`src/rtl/sram_w16_ctrl_pkg.sv`:
```
// Shared constants and the per-cycle SRAM access type for the 16-address SRAM FIFO controller.
package sram_ctrl_pkg;
    localparam int DATA_W     = 128;
    localparam int ADDR_W     = 4;
    localparam int DEPTH      = 8;
    localparam int OBUF_DEPTH = 2;
    localparam int PTR_W      = 3;
    localparam int CNT_W      = 4;

    typedef enum logic [1:0] {
        ACC_IDLE = 2'd0,
        ACC_WR   = 2'd1,
        ACC_RD   = 2'd2
    } acc_e;
endpackage

```
`src/rtl/sram_w16_ctrl_if.sv`:
```
// Stream and SRAM macro signals of the FIFO controller; master = controller, slave = its environment.
interface sram_w16_ctrl_if;
    import sram_ctrl_pkg::*;

    logic              in_valid;
    logic              in_ready;
    logic [DATA_W-1:0] in_data;
    logic              out_valid;
    logic              out_ready;
    logic [DATA_W-1:0] out_data;
    logic [3:0]        occupancy;
    logic              sram_cen;
    logic              sram_wen;
    logic [ADDR_W-1:0] sram_a;
    logic [DATA_W-1:0] sram_d;
    logic [DATA_W-1:0] sram_q;

    modport master (
        input  in_valid, in_data, out_ready, sram_q,
        output in_ready, out_valid, out_data, occupancy,
        output sram_cen, sram_wen, sram_a, sram_d
    );

    modport slave (
        output in_valid, in_data, out_ready, sram_q,
        input  in_ready, out_valid, out_data, occupancy,
        input  sram_cen, sram_wen, sram_a, sram_d
    );
endinterface

```
`src/rtl/sram_w16_ctrl_rd_skid.sv`:
```
// Two-entry output buffer catching SRAM read returns; head entry is held until popped.
module sram_rd_skid
    import sram_ctrl_pkg::*;
(
    input  logic              CLK,
    input  logic              RST_N,
    input  logic              clr_i,
    input  logic              push_i,
    input  logic [DATA_W-1:0] push_data_i,
    input  logic              pop_i,
    output logic [1:0]        cnt_o,
    output logic [DATA_W-1:0] head_o
);
    logic [DATA_W-1:0] mem_q [OBUF_DEPTH];
    logic              rd_idx_q, rd_idx_d;
    logic [1:0]        cnt_q, cnt_d;
    logic              wr_idx;
    logic              do_pop;
    logic              do_push;

    always_comb begin
        do_pop   = pop_i && (cnt_q != 2'd0) && !clr_i;
        do_push  = push_i && !clr_i;
        // Free slot sits right behind the head; with two entries that is head ^ count[0].
        wr_idx   = rd_idx_q ^ cnt_q[0];
        rd_idx_d = rd_idx_q ^ do_pop;
        cnt_d    = cnt_q + {1'b0, do_push} - {1'b0, do_pop};
        if (clr_i) begin
            rd_idx_d = 1'b0;
            cnt_d    = 2'd0;
        end
    end

    always_ff @(posedge CLK or negedge RST_N) begin
        if (!RST_N) begin
            rd_idx_q <= 1'b0;
            cnt_q    <= 2'd0;
        end else begin
            rd_idx_q <= rd_idx_d;
            cnt_q    <= cnt_d;
        end
    end

    always_ff @(posedge CLK) begin
        if (do_push) begin
            mem_q[wr_idx] <= push_data_i;
        end
    end

    assign cnt_o  = cnt_q;
    assign head_o = mem_q[rd_idx_q];
endmodule

```
`src/rtl/sram_w16_ctrl.sv`:
```
// Streaming FIFO on a single-port SRAM: arbitrates one write or read per cycle, alternating when both want it.
//
//  access   | meaning
//  ACC_IDLE | no SRAM access this cycle, address bus holds
//  ACC_WR   | input word written at wr_ptr
//  ACC_RD   | word read at rd_ptr, returns on sram_q next cycle
module sram_w16_ctrl
    import sram_ctrl_pkg::*;
(
    input  logic            CLK,
    input  logic            RST_N,
    input  logic            clr,
    sram_w16_ctrl_if.master bus
);
    localparam logic [CNT_W-1:0] FULL_CNT = CNT_W'(DEPTH);

    logic [PTR_W-1:0]  wr_ptr_q, wr_ptr_d;
    logic [PTR_W-1:0]  rd_ptr_q, rd_ptr_d;
    logic [CNT_W-1:0]  sram_cnt_q, sram_cnt_d;
    logic              rd_inflight_q, rd_inflight_d;
    logic              last_was_rd_q, last_was_rd_d;
    logic [ADDR_W-1:0] sram_a_q, sram_a_d;
    logic              run_q;

    acc_e              acc;
    logic              rd_req;
    logic              wr_req;
    logic [2:0]        rd_pending;
    logic [1:0]        obuf_cnt;
    logic [DATA_W-1:0] obuf_head;
    logic              obuf_push;

    // run_q keeps the input side closed until the first edge after reset release.
    always_ff @(posedge CLK or negedge RST_N) begin
        if (!RST_N) begin
            wr_ptr_q      <= '0;
            rd_ptr_q      <= '0;
            sram_cnt_q    <= '0;
            rd_inflight_q <= 1'b0;
            last_was_rd_q <= 1'b0;
            sram_a_q      <= '0;
            run_q         <= 1'b0;
        end else begin
            wr_ptr_q      <= wr_ptr_d;
            rd_ptr_q      <= rd_ptr_d;
            sram_cnt_q    <= sram_cnt_d;
            rd_inflight_q <= rd_inflight_d;
            last_was_rd_q <= last_was_rd_d;
            sram_a_q      <= sram_a_d;
            run_q         <= 1'b1;
        end
    end

    always_comb begin
        // Reads are throttled by buffer room including the read still in flight, so no out_ready path.
        rd_pending = {1'b0, obuf_cnt} + {2'b00, rd_inflight_q};
        rd_req     = (sram_cnt_q != '0) && (rd_pending < 3'(OBUF_DEPTH)) && !clr;
        wr_req     = run_q && bus.in_valid && (sram_cnt_q < FULL_CNT) && !clr;

        acc = ACC_IDLE;
        if (wr_req && rd_req) begin
            acc = last_was_rd_q ? ACC_WR : ACC_RD;
        end else if (wr_req) begin
            acc = ACC_WR;
        end else if (rd_req) begin
            acc = ACC_RD;
        end

        wr_ptr_d      = wr_ptr_q;
        rd_ptr_d      = rd_ptr_q;
        sram_cnt_d    = sram_cnt_q;
        rd_inflight_d = 1'b0;
        last_was_rd_d = last_was_rd_q;
        sram_a_d      = sram_a_q;

        unique case (acc)
            ACC_WR: begin
                wr_ptr_d      = wr_ptr_q + 3'd1;
                sram_cnt_d    = sram_cnt_q + 4'd1;
                last_was_rd_d = 1'b0;
                sram_a_d      = {1'b0, wr_ptr_q};
            end
            ACC_RD: begin
                rd_ptr_d      = rd_ptr_q + 3'd1;
                sram_cnt_d    = sram_cnt_q - 4'd1;
                rd_inflight_d = 1'b1;
                last_was_rd_d = 1'b1;
                sram_a_d      = {1'b0, rd_ptr_q};
            end
            default: ;
        endcase

        if (clr) begin
            wr_ptr_d      = '0;
            rd_ptr_d      = '0;
            sram_cnt_d    = '0;
            rd_inflight_d = 1'b0;
        end
    end

    always_comb begin
        bus.sram_cen  = (acc == ACC_IDLE);
        bus.sram_wen  = (acc != ACC_WR);
        bus.sram_a    = sram_a_d;
        bus.sram_d    = bus.in_data;
        bus.in_ready  = run_q && (sram_cnt_q < FULL_CNT) && !clr && !(rd_req && !last_was_rd_q);
        bus.out_valid = (obuf_cnt != 2'd0);
        bus.out_data  = obuf_head;
        bus.occupancy = sram_cnt_q + {3'b000, rd_inflight_q} + {2'b00, obuf_cnt};
    end

    assign obuf_push = rd_inflight_q && !clr;

    sram_rd_skid u_skid (
        .CLK         (CLK),
        .RST_N       (RST_N),
        .clr_i       (clr),
        .push_i      (obuf_push),
        .push_data_i (bus.sram_q),
        .pop_i       (bus.out_ready),
        .cnt_o       (obuf_cnt),
        .head_o      (obuf_head)
    );
endmodule
```
`src/flat_wrapper.sv`:
```
// flat-port wrapper written by rule: the top's interface ports become plain ports
module sram_w16_ctrl_flat import sram_ctrl_pkg::*;
  (CLK, RST_N, clr, bus_in_valid, bus_in_data, bus_out_ready, bus_sram_q, bus_in_ready, bus_out_valid, bus_out_data, bus_occupancy, bus_sram_cen, bus_sram_wen, bus_sram_a, bus_sram_d);
  sram_w16_ctrl_if bus_i ();
  input  logic CLK;
  input  logic RST_N;
  input  logic clr;
  input wire logic [$bits(bus_i.in_valid)-1:0] bus_in_valid;
  input wire logic [$bits(bus_i.in_data)-1:0] bus_in_data;
  input wire logic [$bits(bus_i.out_ready)-1:0] bus_out_ready;
  input wire logic [$bits(bus_i.sram_q)-1:0] bus_sram_q;
  output wire logic [$bits(bus_i.in_ready)-1:0] bus_in_ready;
  output wire logic [$bits(bus_i.out_valid)-1:0] bus_out_valid;
  output wire logic [$bits(bus_i.out_data)-1:0] bus_out_data;
  output wire logic [$bits(bus_i.occupancy)-1:0] bus_occupancy;
  output wire logic [$bits(bus_i.sram_cen)-1:0] bus_sram_cen;
  output wire logic [$bits(bus_i.sram_wen)-1:0] bus_sram_wen;
  output wire logic [$bits(bus_i.sram_a)-1:0] bus_sram_a;
  output wire logic [$bits(bus_i.sram_d)-1:0] bus_sram_d;
  assign bus_i.in_valid = bus_in_valid;
  assign bus_i.in_data = bus_in_data;
  assign bus_i.out_ready = bus_out_ready;
  assign bus_i.sram_q = bus_sram_q;
  assign bus_in_ready = bus_i.in_ready;
  assign bus_out_valid = bus_i.out_valid;
  assign bus_out_data = bus_i.out_data;
  assign bus_occupancy = bus_i.occupancy;
  assign bus_sram_cen = bus_i.sram_cen;
  assign bus_sram_wen = bus_i.sram_wen;
  assign bus_sram_a = bus_i.sram_a;
  assign bus_sram_d = bus_i.sram_d;
  sram_w16_ctrl u_core (.CLK(CLK), .RST_N(RST_N), .clr(clr), .bus(bus_i));
endmodule
```
`config.mk`:
```
export PLATFORM = sky130hd
export DESIGN_NAME = sram_w16_ctrl_flat
export DESIGN_NICKNAME = d
export VERILOG_FILES = /design/src/rtl/sram_w16_ctrl_pkg.sv /design/src/rtl/sram_w16_ctrl_if.sv /design/src/rtl/sram_w16_ctrl_rd_skid.sv /design/src/rtl/sram_w16_ctrl.sv /design/src/flat_wrapper.sv
export SDC_FILE = /design/constraint.sdc
export NUM_CORES = 1
export LEC_CHECK = 0
export BUFFER_PORTS_ARGS = -buffer_cell sky130_fd_sc_hd__buf_2
export CAP_MARGIN = 10
export CORE_AREA = 5 5 205 207
export CTS_CLUSTER_SIZE = 16
export DETAILED_ROUTE_END_ITERATION = 7
export DIE_AREA = 0 0 210 212
export PLACE_DENSITY = 0.61
export SYNTH_ARGS = -nofsm -noshare
export SYNTH_HDL_FRONTEND = slang
export SYNTH_SLANG_ARGS = --single-unit
```
`constraint.sdc`:
```
create_clock -name CLK -period 21.8 [get_ports CLK]
set_clock_uncertainty 0.05 [all_clocks]
set_input_delay 3.27 -clock CLK [delete_from_list [all_inputs] [get_ports CLK]]
set_output_delay 3.27 -clock CLK [all_outputs]
set_load 0.01 [all_outputs]
```
==> Word-level counts from Yosys, hierarchy flattened <==
Memories as Yosys holds them, arrays and structs flattened.
Cells that the tools add are included.
{ "op_classes": {"n_lt_le_gt_ge": 2, "addsub": 9, "n_bitwise": 2, "eq_ne": 3, "mux": 18, "n_reduce_logical": 24} }
{ "ops": {"columns": ["operator", "count"], "rows": [
  ["$pmux W4 S2", 2],
  ["$logic_and A1 B1 Y1", 14],
  ["$mux W3", 4],
  ["$mux W2", 5],
  ["$reduce_bool A2 Y1", 4],
  ["$add A3 B1 Y3 const B", 2],
  ["$mux W1", 5],
  ["$add A4 B1 Y4", 1],
  ["$add A4 B1 Y4 const B", 1],
  ["$add A4 B2 Y4", 1],
  ["$lt A4 B4 Y1 const B", 1],
  ["$mux W4", 1],
  ["$reduce_bool A4 Y1", 1],
  ["$sub A4 B1 Y4 const B", 1],
  ["$add A2 B1 Y3", 1],
  ["$logic_not A1 Y1", 3],
  ["$lt A3 B2 Y1 const B", 1],
  ["$reduce_bool A3 Y1", 1],
  ["$add A2 B1 Y2", 1],
  ["$eq A2 B1 Y1 const B", 1],
  ["$eq A2 B2 Y1 const B", 1],
  ["$logic_not A2 Y1", 1],
  ["$ne A2 B1 Y1 const B", 1],
  ["$pmux W1 S2", 1],
  ["2 further kinds", 3]
]} }
{ "totals": {"input_bits": 261, "regBits": 20, "ramBits": 256, "mem_count": 1} }
{ "mem_list": {"columns": ["memory", "words", "word_bits", "read_ports", "rd_ports_with_merged_regs", "wr", "line", "source"], "rows": [
  ["u_core.u_skid.mem_q", 2, 128, 1, 0, 1, "sram_w16_ctrl_rd_skid.sv:14", "logic [DATA_W-1:0] mem_q [OBUF_DEPTH];"]
]} }

==> Depth between registers and ports, before layout <==
{ "logic_depth": {"depth_word": 10, "depth_mapped": 12, "mapped_depth_nobuf": 10} }

==> Hierarchy <==
Synthesis repeated with hierarchy kept, for this count alone.
{ "unflattened": {"hier_cells": 645, "hier_area_um2": 11418.5} }
{ "by_module_without_submodules": {"columns": ["mod", "n_inst", "cells_each", "seq_area_each_um2", "area_per_inst_um2"], "rows": [
  ["sram_rd_skid", 1, 417, 7762.4, 9460.3],
  ["sram_w16_ctrl", 1, 228, 425.4, 1958.1]
]} }

==> Worst setup path before layout <==
Ideal clock, no wire load.
{ "synth_path": {"kind": "input to register", "start": "input clr", "end": "memory u_core.u_skid.mem_q[1][0] (enable)", "path_slack_ns": 11.827, "required_time_ns": 21.118, "arrival_time_ns": 9.291, "cell_stages": 3, "cell_sequence": "clkbuf_1 nand2b_1 nor2b_1"} }
{ "synth_via": {"elab_chain_cells": 5} }
{ "synth_rtl": {"columns": ["element", "line", "source"], "rows": [
  ["from (decl)", "flat_wrapper.sv:7", "input logic clr;"],
  ["$logic_not A1 Y1 (*)", "sram_w16_ctrl_rd_skid.sv:23, sram_w16_ctrl.sv:112", null],
  ["$logic_and A1 B1 Y1", "sram_w16_ctrl.sv:112", "assign obuf_push = rd_inflight_q && !clr;"],
  ["$logic_and A1 B1 Y1 (*)", "sram_w16_ctrl_rd_skid.sv:23", "do_push = push_i && !clr_i;"],
  ["$mux W1 (*)", "sram_w16_ctrl_rd_skid.sv:45", "if (do_push) begin"],
  ["$mux W1 (implied by the code) (*)", "sram_w16_ctrl_rd_skid.sv:46", "mem_q[wr_idx] <= push_data_i;"],
  ["to (decl)", "sram_w16_ctrl_rd_skid.sv:14", null]
]} }
Mark *: on every way between the ends. The rest lies on a longest branch, timed or not.

==> Worst setup path in the final report <==
{ "layout_path": {"start": "input clr", "end": "output bus_sram_a[2]"} }
{ "layout_via": {"elab_chain_cells": 7, "word_cells_on_any_way": 10, "classes_between": "2 x eq/ne; 4 x mux; 4 x reduce/logical"} }
{ "layout_rtl": {"columns": ["element", "line", "source"], "rows": [
  ["$logic_not A1 Y1 (*)", "sram_w16_ctrl.sv:57, sram_w16_ctrl.sv:58", null],
  ["$logic_and A1 B1 Y1", "sram_w16_ctrl.sv:57", "rd_req = (sram_cnt_q != '0) && (rd_pending < 3'(OBUF_DEPTH)) && !clr;"],
  ["$mux W2", "sram_w16_ctrl.sv:65", "end else if (rd_req) begin"],
  ["$mux W2", "sram_w16_ctrl.sv:63", "end else if (wr_req) begin"],
  ["$mux W2 (*)", "sram_w16_ctrl.sv:61", "if (wr_req && rd_req) begin"],
  ["$eq A2 B2 Y1 or $eq A2 B1 Y1 (tied branches)", "sram_w16_ctrl.sv:76", "unique case (acc)"],
  ["$pmux W4 S2 (*)", "sram_w16_ctrl.sv:76", null],
  ["to (decl)", "flat_wrapper.sv:18", "output wire logic [$bits(bus_i.sram_a)-1:0] bus_sram_a;"]
]} }
Marks and branches as above.

==> report_table.html <==
<table>
<tr><th>Metric</th><th>Value</th></tr>
<tr><th colspan="2">Synth</th></tr>
<tr><td>Share of synthesized area occupied by flip-flops and latches</td><td>72.3%</td></tr>
<tr><td>Post-synthesis cell area</td><td>11300 um^2</td></tr>
<tr><td>Cell type with the highest aggregate area in the netlist</td><td>edfxtp_1</td></tr>
<tr><td>Yosys synthesis warning count</td><td>0</td></tr>
<tr><td>Post-synthesis cell type count</td><td>32</td></tr>
<tr><td>Number of enable flip-flop cells after synthesis</td><td>approximately 260</td></tr>
<tr><td>Area share of the largest cell type after synthesis</td><td>between 60 and 70%</td></tr>
<tr><td>Synth Area per Inst</td><td>around 18 um^2</td></tr>
<tr><td>Number of nets produced by synthesis</td><td>~900</td></tr>
<tr><td>Cell count after synthesis</td><td>between 600 and 700</td></tr>
<tr><td>Most instantiated flip-flop cell in the synthesis netlist</td><td>edfxtp_1</td></tr>
<tr><td>Seq cells post-synth</td><td>276</td></tr>
<tr><td>Leading post-synthesis cells by cell area</td><td>edfxtp_1, mux2_2, buf_4</td></tr>
<tr><td>Post-synthesis async set-or-reset flop share</td><td>7.25%</td></tr>
<tr><th colspan="2">GRT</th></tr>
<tr><td>Via count of the first global-routing pass</td><td>6135</td></tr>
<tr><td>Antenna violations before repair</td><td>7</td></tr>
<tr><td>First-pass GRT wire length</td><td>between 40 and 50 mm</td></tr>
<tr><td>Sum of overflow across all layers after global routing</td><td>0</td></tr>
<tr><td>Pin count of the biggest net entering global routing</td><td>72</td></tr>
<tr><td>Tot GR Track Use</td><td>12.9%</td></tr>
<tr><th colspan="2">Floorplanning</th></tr>
<tr><td>Number of I/O pins</td><td>~530</td></tr>
<tr><td>Starting Density</td><td>between 20% and 30%</td></tr>
<tr><td>Floorplan Core Area</td><td>around 40000 um^2</td></tr>
<tr><td>Die area</td><td>around 45000 um^2</td></tr>
<tr><td>Row Count</td><td>74</td></tr>
<tr><td>Die extent in x</td><td>210 um</td></tr>
<tr><td>Vertical die dimension</td><td>about 210 um</td></tr>
<tr><th colspan="2">Critical path</th></tr>
<tr><td>CP Class</td><td>in -&gt; out</td></tr>
<tr><td>Setup crit end kind</td><td>primary output</td></tr>
<tr><td>R2R Path End</td><td>u_core.u_skid.mem_q[1][78]$_DFFE_PP_</td></tr>
<tr><td>Maximum net fanout on the critical path</td><td>18</td></tr>
<tr><td>Data required time of the worst path</td><td>approximately 18000 ps</td></tr>
<tr><td>Ordered list of cells on the worst path</td><td>buf_2, a211oi_1, o41ai_1, o21ai_0, inv_1, ha_1, a22oi_1, o21ai_0, buf_2</td></tr>
<tr><td>Category of cells accounting for the largest share of critical-path delay</td><td>compound AO/OA/AOI/OAI gates</td></tr>
<tr><td>CP Launch Point</td><td>clr</td></tr>
<tr><td>Arrival time of the worst setup path</td><td>5150 ps</td></tr>
<tr><td>FF-to-FF path depth</td><td>4</td></tr>
<tr><td>Cell with the largest stage delay on the worst path</td><td>o21ai_0</td></tr>
<tr><td>Worst setup slack for register-to-register paths</td><td>about 19000 ps</td></tr>
<tr><td>Category of the worst setup path launch point</td><td>primary input</td></tr>
<tr><td>Beginning of the worst register-to-register path</td><td>u_core.u_skid.rd_idx_q$_DFF_PN0_</td></tr>
<tr><td>Slowest cell delay on critical path</td><td>about 400 ps</td></tr>
<tr><td>WP buf/inv</td><td>3</td></tr>
<tr><th colspan="2">STA</th></tr>
<tr><td>Setup repair after global routing missed its margin</td><td>false</td></tr>
<tr><td>Portion of the clock cycle consumed by the worst path in the final layout</td><td>roughly 39%</td></tr>
<tr><td>Worst slew margin relative to its limit</td><td>about 34%</td></tr>
<tr><td>Final-layout setup total negative slack</td><td>0 ps</td></tr>
<tr><td>Minimum clock period</td><td>around 8500 ps</td></tr>
<tr><td>Slew at the pin closest to its max-slew limit</td><td>about 1000 ps</td></tr>
<tr><td>Final slew viol count</td><td>0</td></tr>
<tr><td>Setup Viol. Count Final</td><td>0</td></tr>
<tr><td>Max Fclk</td><td>0.118 GHz</td></tr>
<tr><td>Final count of hold timing violations</td><td>0</td></tr>
<tr><th colspan="2">Clock network</th></tr>
<tr><td>Number of buffers on the longest clock path</td><td>3</td></tr>
<tr><td>Skew-Pair Late Insertion Delay</td><td>just under 600 ps</td></tr>
<tr><td>Root Buffer</td><td>clkbuf_16</td></tr>
<tr><td>CTS tree</td><td>built</td></tr>
<tr><td>Number of sinks handled by clock tree synthesis</td><td>276</td></tr>
<tr><td>Number of buffers created by CTS</td><td>31</td></tr>
<tr><td>Clock-pin slew on the worst setup and hold paths</td><td>roughly 60 ps</td></tr>
<tr><td>Count of buffers added by post-CTS timing repair for setup</td><td>0</td></tr>
<tr><td>Hold buffers post-CTS</td><td>0</td></tr>
<tr><td>CTS resizes</td><td>0</td></tr>
<tr><td>Number of levels in the clock H-tree</td><td>1</td></tr>
<tr><th colspan="2">Hold path</th></tr>
<tr><td>Critical hold path startpoint</td><td>u_core.sram_a_q[3]$_DFF_PN0_</td></tr>
<tr><td>Min-Delay Endpoint</td><td>u_core.sram_a_q[3]$_DFF_PN0_</td></tr>
<tr><td>Path class of the lowest-slack min-delay path</td><td>reg -&gt; reg</td></tr>
<tr><td>Hold depth</td><td>1</td></tr>
<tr><th colspan="2">Run status</th></tr>
<tr><td>Outcome</td><td>finished, final reports clean</td></tr>
<tr><th colspan="2">Layout</th></tr>
<tr><td>Share of cells above drive strength 1</td><td>a little over half</td></tr>
<tr><td>Area occupied by multi-input gates</td><td>2070 um^2</td></tr>
<tr><td>Register area</td><td>8190 um^2</td></tr>
<tr><td>Growth of design area from synthesis to finish</td><td>17.3%</td></tr>
<tr><td>Filler cells</td><td>between 3000 and 4000</td></tr>
<tr><td>Commonest cells after routing, fill and taps aside</td><td>buf_2, edfxtp_1, mux2_2</td></tr>
<tr><td>Final #Nets</td><td>1081</td></tr>
<tr><td>Commonest non-fill, non-tap cell in the layout</td><td>buf_2</td></tr>
<tr><th colspan="2">Place</th></tr>
<tr><td>Gpl congestion</td><td>0.763</td></tr>
<tr><td>Post-DP HPWL</td><td>around 23 mm</td></tr>
<tr><td>Count of buffers inserted at the top-level ports</td><td>between 200 and 300</td></tr>
<tr><th colspan="2">Detailed routing</th></tr>
<tr><td>Via density</td><td>between 4 and 5</td></tr>
<tr><td>Final wirelength</td><td>a little over 30 mm</td></tr>
<tr><td>Final antenna-violating net count</td><td>0</td></tr>
<tr><td>Number of design rule violations left after detail routing</td><td>0</td></tr>
<tr><td>Total via count after detailed routing</td><td>about 5700</td></tr>
<tr><td>Pre-Repair DR Iteration Count</td><td>4</td></tr>
<tr><td>Number of violations reported at the end of detailed-routing iteration 0</td><td>261</td></tr>
<tr><td>WL/cell</td><td>between 20 and 25 um</td></tr>
<tr><th colspan="2">Pwr</th></tr>
<tr><td>Areal power density over the cells</td><td>101 nW/um^2</td></tr>
<tr><td>Total Power</td><td>approximately 0.0013 W</td></tr>
<tr><td>Static power due to leakage</td><td>4.93 nW</td></tr>
<tr><td>Max rail drop VDD</td><td>roughly 69 uV</td></tr>
<tr><th colspan="2">Run</th></tr>
<tr><td>Max-cap viol count</td><td>0</td></tr>
</table>
[cells by family after synthesis]
family	share of synthesized area, %
other	0.0331
AND/OR/NAND/NOR	1.45
buffers and inverters	9.62
flip-flops	72.3
XOR/XNOR	1.01
adder cells (fa/ha/maj)	1.46
multiplexers	13.2
AO/OA/AOI/OAI	0.972
[worst max-delay path by stage]
stage,depth (start not counted),endpoint
detailed placement,9,bus_sram_a[2]
global placement,9,bus_sram_a[2]
floorplan,3,u_core.u_skid.mem_q[1][0]$_DFFE_PP_
finish,9,bus_sram_a[2]
global route,9,bus_sram_a[0]
CTS,9,bus_sram_a[2]
[registers in the layout (all words and copies together), names as in the netlist]
signal                  count
u_core.u_skid.rd_idx_q      1
u_core.u_skid.cnt_o         2
u_core.wr_ptr_q             3
u_core.last_was_rd_q        1
u_core.rd_ptr_q             3
u_core.run_q                1
u_core.rd_inflight_q        1
u_core.sram_cnt_q           4
u_core.sram_a_q             4
u_core.u_skid.mem_q       256
[metal layers]
| metal | part of all wire, % | up-vias | track usage, % |
|---|---|---|---|
| li1 | - | 2589 | - |
| met4 | 4.0 | 2 | 6.41 |
| met2 | 51 | 325 | 21.8 |
| met3 | 14 | 92 | 7.85 |
| met5 | 0.043 | - | 0 |
| met1 | 31 | 2677 | 12.3 |
[worst register-to-register path, cell delays in order, from the launching register on]
cell	delay, ps
dfrtp_4	580
xor2_1	320
nor2b_4	200
buf_4	670
buf_4	920
[cell usage after synthesis (all sizes together), types with 4 or more instances]
library cell and number:
buf 143, clkbuf 4, dfrtp 20, edfxtp 256, ha 10, inv 9, mux2 130, nand2 8
nor2 16, nor2b 7, o21ai 6, xnor2 5, xor2 8
[power by group]
part | switching [W] | internal [W]
registers | 0.0000164 | 0.000615
clock network | 0.000204 | 0.000263
logic | 0.000132 | 0.000106
[per-stage QoR]
step / hold WS [ps] / std cells / utilization (%) / instance area (um^2) / worst slack (ps)
5_1_grt: 458 / 1366 / 33.0 / 13300 / 13020
6_report: 448 / 1367 / 33.1 / 13300 / 13330
2_1_floorplan: 455 / 644 / - / 11300 / 11830
3_5_place_dp: 433 / 1307 / 30.8 / 12400 / 13320
3_3_place_gp: 422 / 1307 / 30.8 / 12400 / 13390
4_1_cts: 450 / 1364 / 33.0 / 13300 / 13310
[final cells by class]
| type | count | area share, % |
|---|---|---|
| repair buffers | 278 | 10.6 |
| well taps | 532 | 5.01 |
| inverters | 9 | 0.254 |
| flip-flops and latches | 276 | 61.7 |
| clock buffers | 41 | 6.12 |
| clock inverters | 16 | 0.744 |
| multi-input cells | 212 | 15.6 |
| diodes | 3 | 0.0565 |
Power figures use the tool's default switching activity.
